===== config.mk =====
export PLATFORM = sky130hd
export DESIGN_NAME = flp_imult_seq
export DESIGN_NICKNAME = d
export VERILOG_FILES = /design/src/rtl/flp_imult_seq_pkg.sv /design/src/rtl/flp_imult_seq_step.sv /design/src/rtl/flp_imult_seq.sv
export SDC_FILE = /design/constraint.sdc
export NUM_CORES = 1
export LEC_CHECK = 0
export CAP_MARGIN = 20
export CORE_AREA = 2 2 195 139
export CTS_CLUSTER_SIZE = 10
export DETAILED_ROUTE_END_ITERATION = 10
export DIE_AREA = 0 0 197 141
export GPL_ROUTABILITY_DRIVEN = 0
export PLACE_DENSITY_LB_ADDON = 0.08
export SYNTH_ARGS = -nofsm -noshare
export SYNTH_HDL_FRONTEND = slang
export SYNTH_HIERARCHICAL = 1
export SYNTH_SLANG_ARGS = --single-unit

===== constraint.sdc =====
create_clock -name clk -period 5 [get_ports clk]
set_input_delay 0.5 -clock clk [delete_from_list [all_inputs] [get_ports clk]]
set_output_delay 0.5 -clock clk [all_outputs]
set_load 0.01 [all_outputs]

===== src/rtl/flp_imult_seq_pkg.sv =====
// Shared definitions for the sequential integer multiplier: FSM encoding and
// counter sizing helper.
package flp_imult_seq_pkg;

   localparam int STATE_W = 2;

   typedef enum logic [STATE_W-1:0] {
      S_IDLE = 2'd0,
      S_RUN  = 2'd1,
      S_FIX  = 2'd2,
      S_DONE = 2'd3
   } state_e;

   // Width of the step counter, which holds N-1 down to 0 where N = width/radix_bits.
   function automatic int cnt_width(input int width, input int radix_bits);
      int n;
      n = width / radix_bits;
      return (n > 1) ? $clog2(n) : 1;
   endfunction

endpackage


===== src/rtl/flp_imult_seq_step.sv =====
// Combinational partial-product generator: multiplicand times one RADIX_BITS
// digit of the multiplier, built as a small shift-and-add.
module flp_imult_seq_step #(
   parameter int WIDTH      = 32,
   parameter int RADIX_BITS = 2
) (
   input  logic [WIDTH-1:0]            mlpd_i,
   input  logic [RADIX_BITS-1:0]       digit_i,
   output logic [WIDTH+RADIX_BITS-1:0] pp_o
);

   localparam int PPW = WIDTH + RADIX_BITS;

   always_comb begin
      pp_o = '0;
      for (int i = 0; i < RADIX_BITS; i++) begin
         if (digit_i[i]) begin
            pp_o = pp_o + (PPW'(mlpd_i) << i);
         end
      end
   end

endmodule


===== src/rtl/flp_imult_seq.sv =====
// Iterative multiplier retiring RADIX_BITS multiplier bits per cycle, with
// sign handled by magnitude multiply plus a final conditional negate.
//
// state  | meaning
// IDLE   | o_ready high, waiting for operands
// RUN    | one partial product accumulated per cycle, N cycles
// FIX    | apply sign to accumulator, load product register
// DONE   | o_valid high, product held until i_ready
module flp_imult_seq
   import flp_imult_seq_pkg::*;
#(
   parameter int WIDTH      = 32,
   parameter int RADIX_BITS = 2
) (
   input  logic                 clk,
   input  logic                 nrst,
   input  logic                 i_valid,
   output logic                 o_ready,
   input  logic [WIDTH-1:0]     i_mlpr,
   input  logic [WIDTH-1:0]     i_mlpd,
   input  logic                 i_signed,
   output logic                 o_valid,
   input  logic                 i_ready,
   output logic [2*WIDTH-1:0]   o_prod
);

   localparam int N   = WIDTH / RADIX_BITS;
   localparam int CW  = cnt_width(WIDTH, RADIX_BITS);
   localparam int PW  = 2 * WIDTH;
   localparam int PPW = WIDTH + RADIX_BITS;

   if ((WIDTH % RADIX_BITS) != 0) begin : g_chk_div
      $error("flp_imult_seq: WIDTH (%0d) is not a multiple of RADIX_BITS (%0d)", WIDTH, RADIX_BITS);
   end
   if ((RADIX_BITS != 1) && (RADIX_BITS != 2) && (RADIX_BITS != 4) && (RADIX_BITS != 8)) begin : g_chk_radix
      $error("flp_imult_seq: RADIX_BITS (%0d) must be 1, 2, 4 or 8", RADIX_BITS);
   end

   state_e            state_q, state_d;
   logic [CW-1:0]     cnt_q, cnt_d;
   logic [WIDTH-1:0]  mlpr_q, mlpr_d;
   logic [WIDTH-1:0]  mlpd_q, mlpd_d;
   logic              neg_q, neg_d;
   logic [PW-1:0]     acc_q, acc_d;
   logic [PW-1:0]     prod_q, prod_d;

   logic [PPW-1:0]            pp;
   logic [PPW-1:0]            hi_sum;
   logic [PW+RADIX_BITS-1:0]  acc_wide;
   logic [PW-1:0]             acc_step;

   function automatic logic [WIDTH-1:0] magnitude(input logic [WIDTH-1:0] x, input logic s);
      return (s && x[WIDTH-1]) ? -x : x;
   endfunction

   flp_imult_seq_step #(
      .WIDTH      (WIDTH),
      .RADIX_BITS (RADIX_BITS)
   ) u_step (
      .mlpd_i  (mlpd_q),
      .digit_i (mlpr_q[RADIX_BITS-1:0]),
      .pp_o    (pp)
   );

   // Accumulator shifts right each step; the new digit's product always lands
   // at bit WIDTH, and after N steps the full product is right-aligned.
   always_comb begin
      hi_sum   = PPW'(acc_q[PW-1:WIDTH]) + pp;
      acc_wide = {hi_sum, acc_q[WIDTH-1:0]};
      acc_step = PW'(acc_wide >> RADIX_BITS);
   end

   always_comb begin
      state_d = state_q;
      cnt_d   = cnt_q;
      mlpr_d  = mlpr_q;
      mlpd_d  = mlpd_q;
      neg_d   = neg_q;
      acc_d   = acc_q;
      prod_d  = prod_q;
      case (state_q)
         S_IDLE: begin
            if (i_valid) begin
               state_d = S_RUN;
               mlpr_d  = magnitude(i_mlpr, i_signed);
               mlpd_d  = magnitude(i_mlpd, i_signed);
               neg_d   = i_signed & (i_mlpr[WIDTH-1] ^ i_mlpd[WIDTH-1]);
               acc_d   = '0;
               cnt_d   = CW'(N - 1);
            end
         end
         S_RUN: begin
            acc_d  = acc_step;
            mlpr_d = mlpr_q >> RADIX_BITS;
            if (cnt_q == '0) begin
               state_d = S_FIX;
            end else begin
               cnt_d = cnt_q - CW'(1);
            end
         end
         S_FIX: begin
            prod_d  = neg_q ? -acc_q : acc_q;
            state_d = S_DONE;
         end
         S_DONE: begin
            if (i_ready) begin
               state_d = S_IDLE;
            end
         end
         default: state_d = S_IDLE;
      endcase
   end

   always_ff @(posedge clk or negedge nrst) begin
      if (!nrst) begin
         state_q <= S_IDLE;
         cnt_q   <= '0;
         mlpr_q  <= '0;
         mlpd_q  <= '0;
         neg_q   <= 1'b0;
         acc_q   <= '0;
         prod_q  <= '0;
      end else begin
         state_q <= state_d;
         cnt_q   <= cnt_d;
         mlpr_q  <= mlpr_d;
         mlpd_q  <= mlpd_d;
         neg_q   <= neg_d;
         acc_q   <= acc_d;
         prod_q  <= prod_d;
      end
   end

   assign o_ready = (state_q == S_IDLE);
   assign o_valid = (state_q == S_DONE);
   assign o_prod  = prod_q;

endmodule


==> results.txt <==
The run finished with clean final reports. The number of antenna diodes came out at 0. The worst-case clock buffer depth came out at 2. The data required time of the worst path is between 5 and 6 ns.

The worst setup slack before clock tree synthesis is 0.203 ns. The number of failing hold endpoints at the final stage is 0. The overall die height is around 140 um. The die is between 150 and 200 um wide.

For this design the total switching power over the nets is approximately 5.1 mW. The core region area is about 26000 um^2. The number of enable-type register cells in the synthesized netlist is 0. The wire length per cell after detailed routing came out at between 15 and 20 um.

For this run, the leading register cell type out of synthesis is sky130_fd_sc_hd__dfrtp_1. The number of warning messages in the yosys log is 6. The proportion of synthesized chip area in sequential cells is 35.4%. The number of register bits inferred by synthesis is roughly 200. Of the cells placed in the final design, the portion with a size suffix greater than 1 is roughly 8.4%.

Entering global routing, the biggest net connects 112 pins. The share of total power dissipated in the clock network is ~14%. The critical path is of the flop to flop type. The total via count in the routed design came out at 12.4k. The buffer count from post-CTS setup fixing came out at 0. The area of the mapped netlist came out at around 14000 um^2. The clock-pin slew reported for the worst setup and hold paths after clock tree synthesis came out at 0.08 ns. STA puts the critical path data arrival time at around 5.1 ns. The number of hold buffers added after CTS was 0. The part of the cycle the worst path needs came out at approximately 95%. At the pin with the least slew margin, the transition time is around 1.1 ns. The final worst clock skew is about 0.017 ns. The total clock buffers created by CTS came out at 17. The static leakage came out at ~7.3 nW. Traced cell by cell, the critical path runs through and2_1 > ha_1 > fa_1 > a211oi_2 > o21ai_2 > o21ai_2 > nand4_1 > a21o_1 > a21oi_2 > xnor2_1 > mux2_2 > ha_1 > a21oi_1 > o21ai_0 > a21oi_1 > nor2_1 > a211oi_1 > or3_1 > nand4_1 > a32o_1. The sequential power share is a little over a quarter.

Setup violations remaining at the end of the flow were counted as 0. The average instance in the mapped netlist occupies ~8.6 um^2. The count of buffer and inverter cells on the critical path is 0. The worst-case setup margin in the final layout is about 0.23 ns. The count of placed standard cells in the final layout, fillers left out is approximately 2.1k. The layout-stage area growth over the synthesis result came out at 17.3%.

The switching part of the total came out at a little under half. The number of standard cells after synthesis came out at between 1.5k and 2k. The largest incremental delay on the critical path came out at 0.45 ns.

In the global route stage, overall resource usage came out at roughly 26%. The number of global-route vias before repair is 11.4k. The worst setup path is launched from a flop.

Summed over all layers, the routed wires come to approximately 35000 um. The clock root buffer master is sky130_fd_sc_hd__clkbuf_16. For this run, the detailed router's first-pass iteration total came to 6. The port buffer count is 134. In this run, post-CTS repair resized a total of 0 instances.

The max-slew headroom at the worst pin came out at roughly 29%. The max-slew violation count came out at 0. Once placement completed, the tool counted placed cells totaling between 2k and 2.5k. The sum of net half-perimeters after detailed placement came out at 26100 um. The kind of cell adding the most delay to the critical path is compound AO/OA/AOI/OAI gates. The logic gate share of total power came out at about three fifths. The synthesized net count is 1786.

The number of distinct library cells after synthesis is between 80 and 90. The maximum VDD drop is around 0.00068 V. Along the worst path, the maximum fanout reaches 10. The time the final worst path needs with I/O delays and setup is 4.77 ns. The level count of the clock H-tree is 4. The internal portion of total power is between 5 and 6 mW. The initial cell density of the core is between 50% and 60%. The wire length of the first global-routing pass came out at 58400 um. The worst setup path is captured at a flop. The final sum of negative setup slack came out at 0 ns. The number of antenna violations at the first check in global routing was 1. The largest individual stage delay along the critical path comes from the cell sky130_fd_sc_hd__dfrtp_1. After synthesis, the share of flip-flops with an asynchronous set or reset is 100%. The clock reaches the later pin of the worst-skew pair after approximately 0.45 ns. The number of rows in the core area is 50. Hold is met by between 0.1 and 0.15 ns.

The tightest min-delay check is of the input pin to async pin type. In the routed design, unresolved DRC markers number 0. The initial detailed-routing violation count came out at about 870. The area of the die is 27800 um^2.

Max-cap violations in this run came to 0. The final layout contains around 1.9k nets. The peak clock frequency supported by timing came out at 209 MHz. The number of ports placed on the die boundary came out at 135.

After detailed routing, the number of vias per cell comes to 5.87. Setup repair after global routing could not meet its margin everywhere. The CTS tree is built. The CTS sink count is slightly below 200. The post-detailed-route count of antenna-violating nets is 0. Dividing total power by cell area gives a power density of 671 nW/um^2.

The sum of overflow across all layers after global routing came out at 0.
[per-layer routing]
metal	GRT usage, %	part of all wire, %	wire, um	up-vias
met5	0	0	0	-
met4	5.10	0.94	333	0
met3	3.68	4.7	1650	22
met2	39.5	44	15500	295
met1	39.1	50	17800	5922
li1	-	-	-	6115
[cells by family (layout without fill, tap and decap cells)]
| family | after synthesis | after routing | share of synthesized area [%] |
|---|---|---|---|
| buffers and inverters | 121 | 244 | 3.31 |
| AOI/OAI and AO/OA | 539 | 539 | 24.0 |
| and+or+nand+nor | 501 | 501 | 17.0 |
| DFF | 199 | 199 | 35.4 |
| adders and majority gates | 73 | 73 | 6.59 |
| xor gates and xnor gates | 171 | 171 | 10.6 |
| muxes | 40 | 40 | 3.08 |
[per-stage QoR]
step / power (mW) / utilization (%) / area (um^2)
after floorplan: 7.39 / - / 14100
after global placement: 9.32 / 60.6 / 15800
after detailed placement: 9.47 / 60.6 / 15800
after CTS: 11.1 / 63.1 / 16500
after global routing: 12.0 / 63.2 / 16500
final: 11.1 / 63.2 / 16500
[registers in the layout, indices dropped and copies added, names as in the netlist]
register  cells
o_prod       64
acc_q        64
mlpr_q       32
state_q       2
cnt_q         4
neg_q         1
mlpd_q       32
[synthesized netlist by cell type, types with 19 or more instances]
cell type / instances / share of area, %
sky130_fd_sc_hd__nor2_1: 136 / 3.6
sky130_fd_sc_hd__or3_1: 19 / 0.84
sky130_fd_sc_hd__ha_1: 71 / 6.3
sky130_fd_sc_hd__clkbuf_1: 66 / 1.8
sky130_fd_sc_hd__dfrtp_1: 199 / 35
sky130_fd_sc_hd__a22o_1: 29 / 1.8
sky130_fd_sc_hd__o21ai_0: 146 / 5.2
sky130_fd_sc_hd__nand3_1: 19 / 0.68
sky130_fd_sc_hd__nand2_1: 176 / 4.7
sky130_fd_sc_hd__o31ai_1: 28 / 1.5
sky130_fd_sc_hd__a21oi_1: 172 / 6.1
sky130_fd_sc_hd__mux2_2: 27 / 2.2
sky130_fd_sc_hd__and2_1: 43 / 1.9
sky130_fd_sc_hd__xor2_1: 112 / 7.0
sky130_fd_sc_hd__nor3_1: 20 / 0.71
sky130_fd_sc_hd__a21o_1: 25 / 1.3
sky130_fd_sc_hd__xnor2_1: 59 / 3.7
sky130_fd_sc_hd__inv_1: 41 / 1.1
[placed cells by master, fill, tap and decap left out, types with 8 or more instances in the layout]
cell type / synthesis / routed
sky130_fd_sc_hd__o21a_1: 9 / 8
sky130_fd_sc_hd__nand2_1: 176 / 175
sky130_fd_sc_hd__nor3_1: 20 / 20
sky130_fd_sc_hd__nand3_1: 19 / 19
sky130_fd_sc_hd__buf_4: 0 / 35
sky130_fd_sc_hd__a21oi_1: 172 / 172
sky130_fd_sc_hd__nand4_1: 17 / 17
sky130_fd_sc_hd__a22o_1: 29 / 29
sky130_fd_sc_hd__a21o_1: 25 / 25
sky130_fd_sc_hd__and2_1: 43 / 43
sky130_fd_sc_hd__mux2i_1: 13 / 13
sky130_fd_sc_hd__clkbuf_16: 0 / 17
sky130_fd_sc_hd__inv_1: 41 / 41
sky130_fd_sc_hd__ha_1: 71 / 70
sky130_fd_sc_hd__mux2_2: 27 / 27
sky130_fd_sc_hd__xor2_1: 112 / 112
sky130_fd_sc_hd__o211ai_1: 8 / 8
sky130_fd_sc_hd__o41ai_1: 14 / 14
sky130_fd_sc_hd__o21ai_1: 17 / 18
sky130_fd_sc_hd__o21bai_1: 12 / 12
sky130_fd_sc_hd__xnor2_1: 59 / 59
sky130_fd_sc_hd__o31ai_1: 28 / 28
sky130_fd_sc_hd__nor2_1: 136 / 136
sky130_fd_sc_hd__nor4_1: 10 / 10
sky130_fd_sc_hd__nand2b_1: 11 / 11
sky130_fd_sc_hd__a31oi_1: 12 / 12
sky130_fd_sc_hd__or3_1: 19 / 19
sky130_fd_sc_hd__clkdlybuf4s50_1: 0 / 133
sky130_fd_sc_hd__dfrtp_1: 199 / 198
sky130_fd_sc_hd__and3_1: 11 / 11
sky130_fd_sc_hd__o21ai_0: 146 / 144
[path summary, 6_finish.rpt]
| path | startpoint | end | slack, ns | cells past startpoint |
|---|---|---|---|---|
| max reg2reg | mlpr_q[0]$_DFFE_PN0P_ | acc_q[59]$_DFFE_PN0P_ | 0.23 | 20 |
| min in group clk | mlpr_q[31]$_DFFE_PN0P_ | mlpr_q[31]$_DFFE_PN0P_ | 0.48 | 2 |
| min reg2reg | mlpr_q[31]$_DFFE_PN0P_ | mlpr_q[31]$_DFFE_PN0P_ | 0.48 | 2 |
| min | nrst | mlpd_q[0]$_DFFE_PN0P_ | 0.11 | 1 |
| max | mlpr_q[0]$_DFFE_PN0P_ | acc_q[59]$_DFFE_PN0P_ | 0.23 | 20 |
| max in group asynchronous | nrst | o_prod[7]$_DFFE_PN0P_ | 3.85 | 2 |
[cell type report]
cell class | instances | area [um^2]
Clock buffer | 17 | 425
Multi-Input combinational cell | 1324 | 8670
Clock inverter | 15 | 235
Fill cell | 2292 | 9630
Timing Repair Buffer | 170 | 1630
Sequential cell | 199 | 4980
Inverter | 42 | 158
Tap cell | 338 | 423
[worst reg2reg max path: cells and delay by family, from the launching register on]
kind | cells | cell delay (ns)
compound gates | 10 | 2.22
fa+ha+maj | 3 | 0.86
simple gates | 5 | 0.79
flops | 1 | 0.45
mux | 1 | 0.27
xor+xnor | 1 | 0.07
[power by group through the flow]
stage | Sequential (mW) | Combinational [mW] | Clock, mW
after floorplan | 2.86 | 4.53 | 0
after global placement | 2.90 | 6.42 | 0
after detailed placement | 2.91 | 6.56 | 0
after CTS | 2.89 | 6.60 | 1.57
after global routing | 2.99 | 7.38 | 1.65
final | 2.89 | 6.64 | 1.55
No activity file was read; power rests on OpenSTA's default activity.
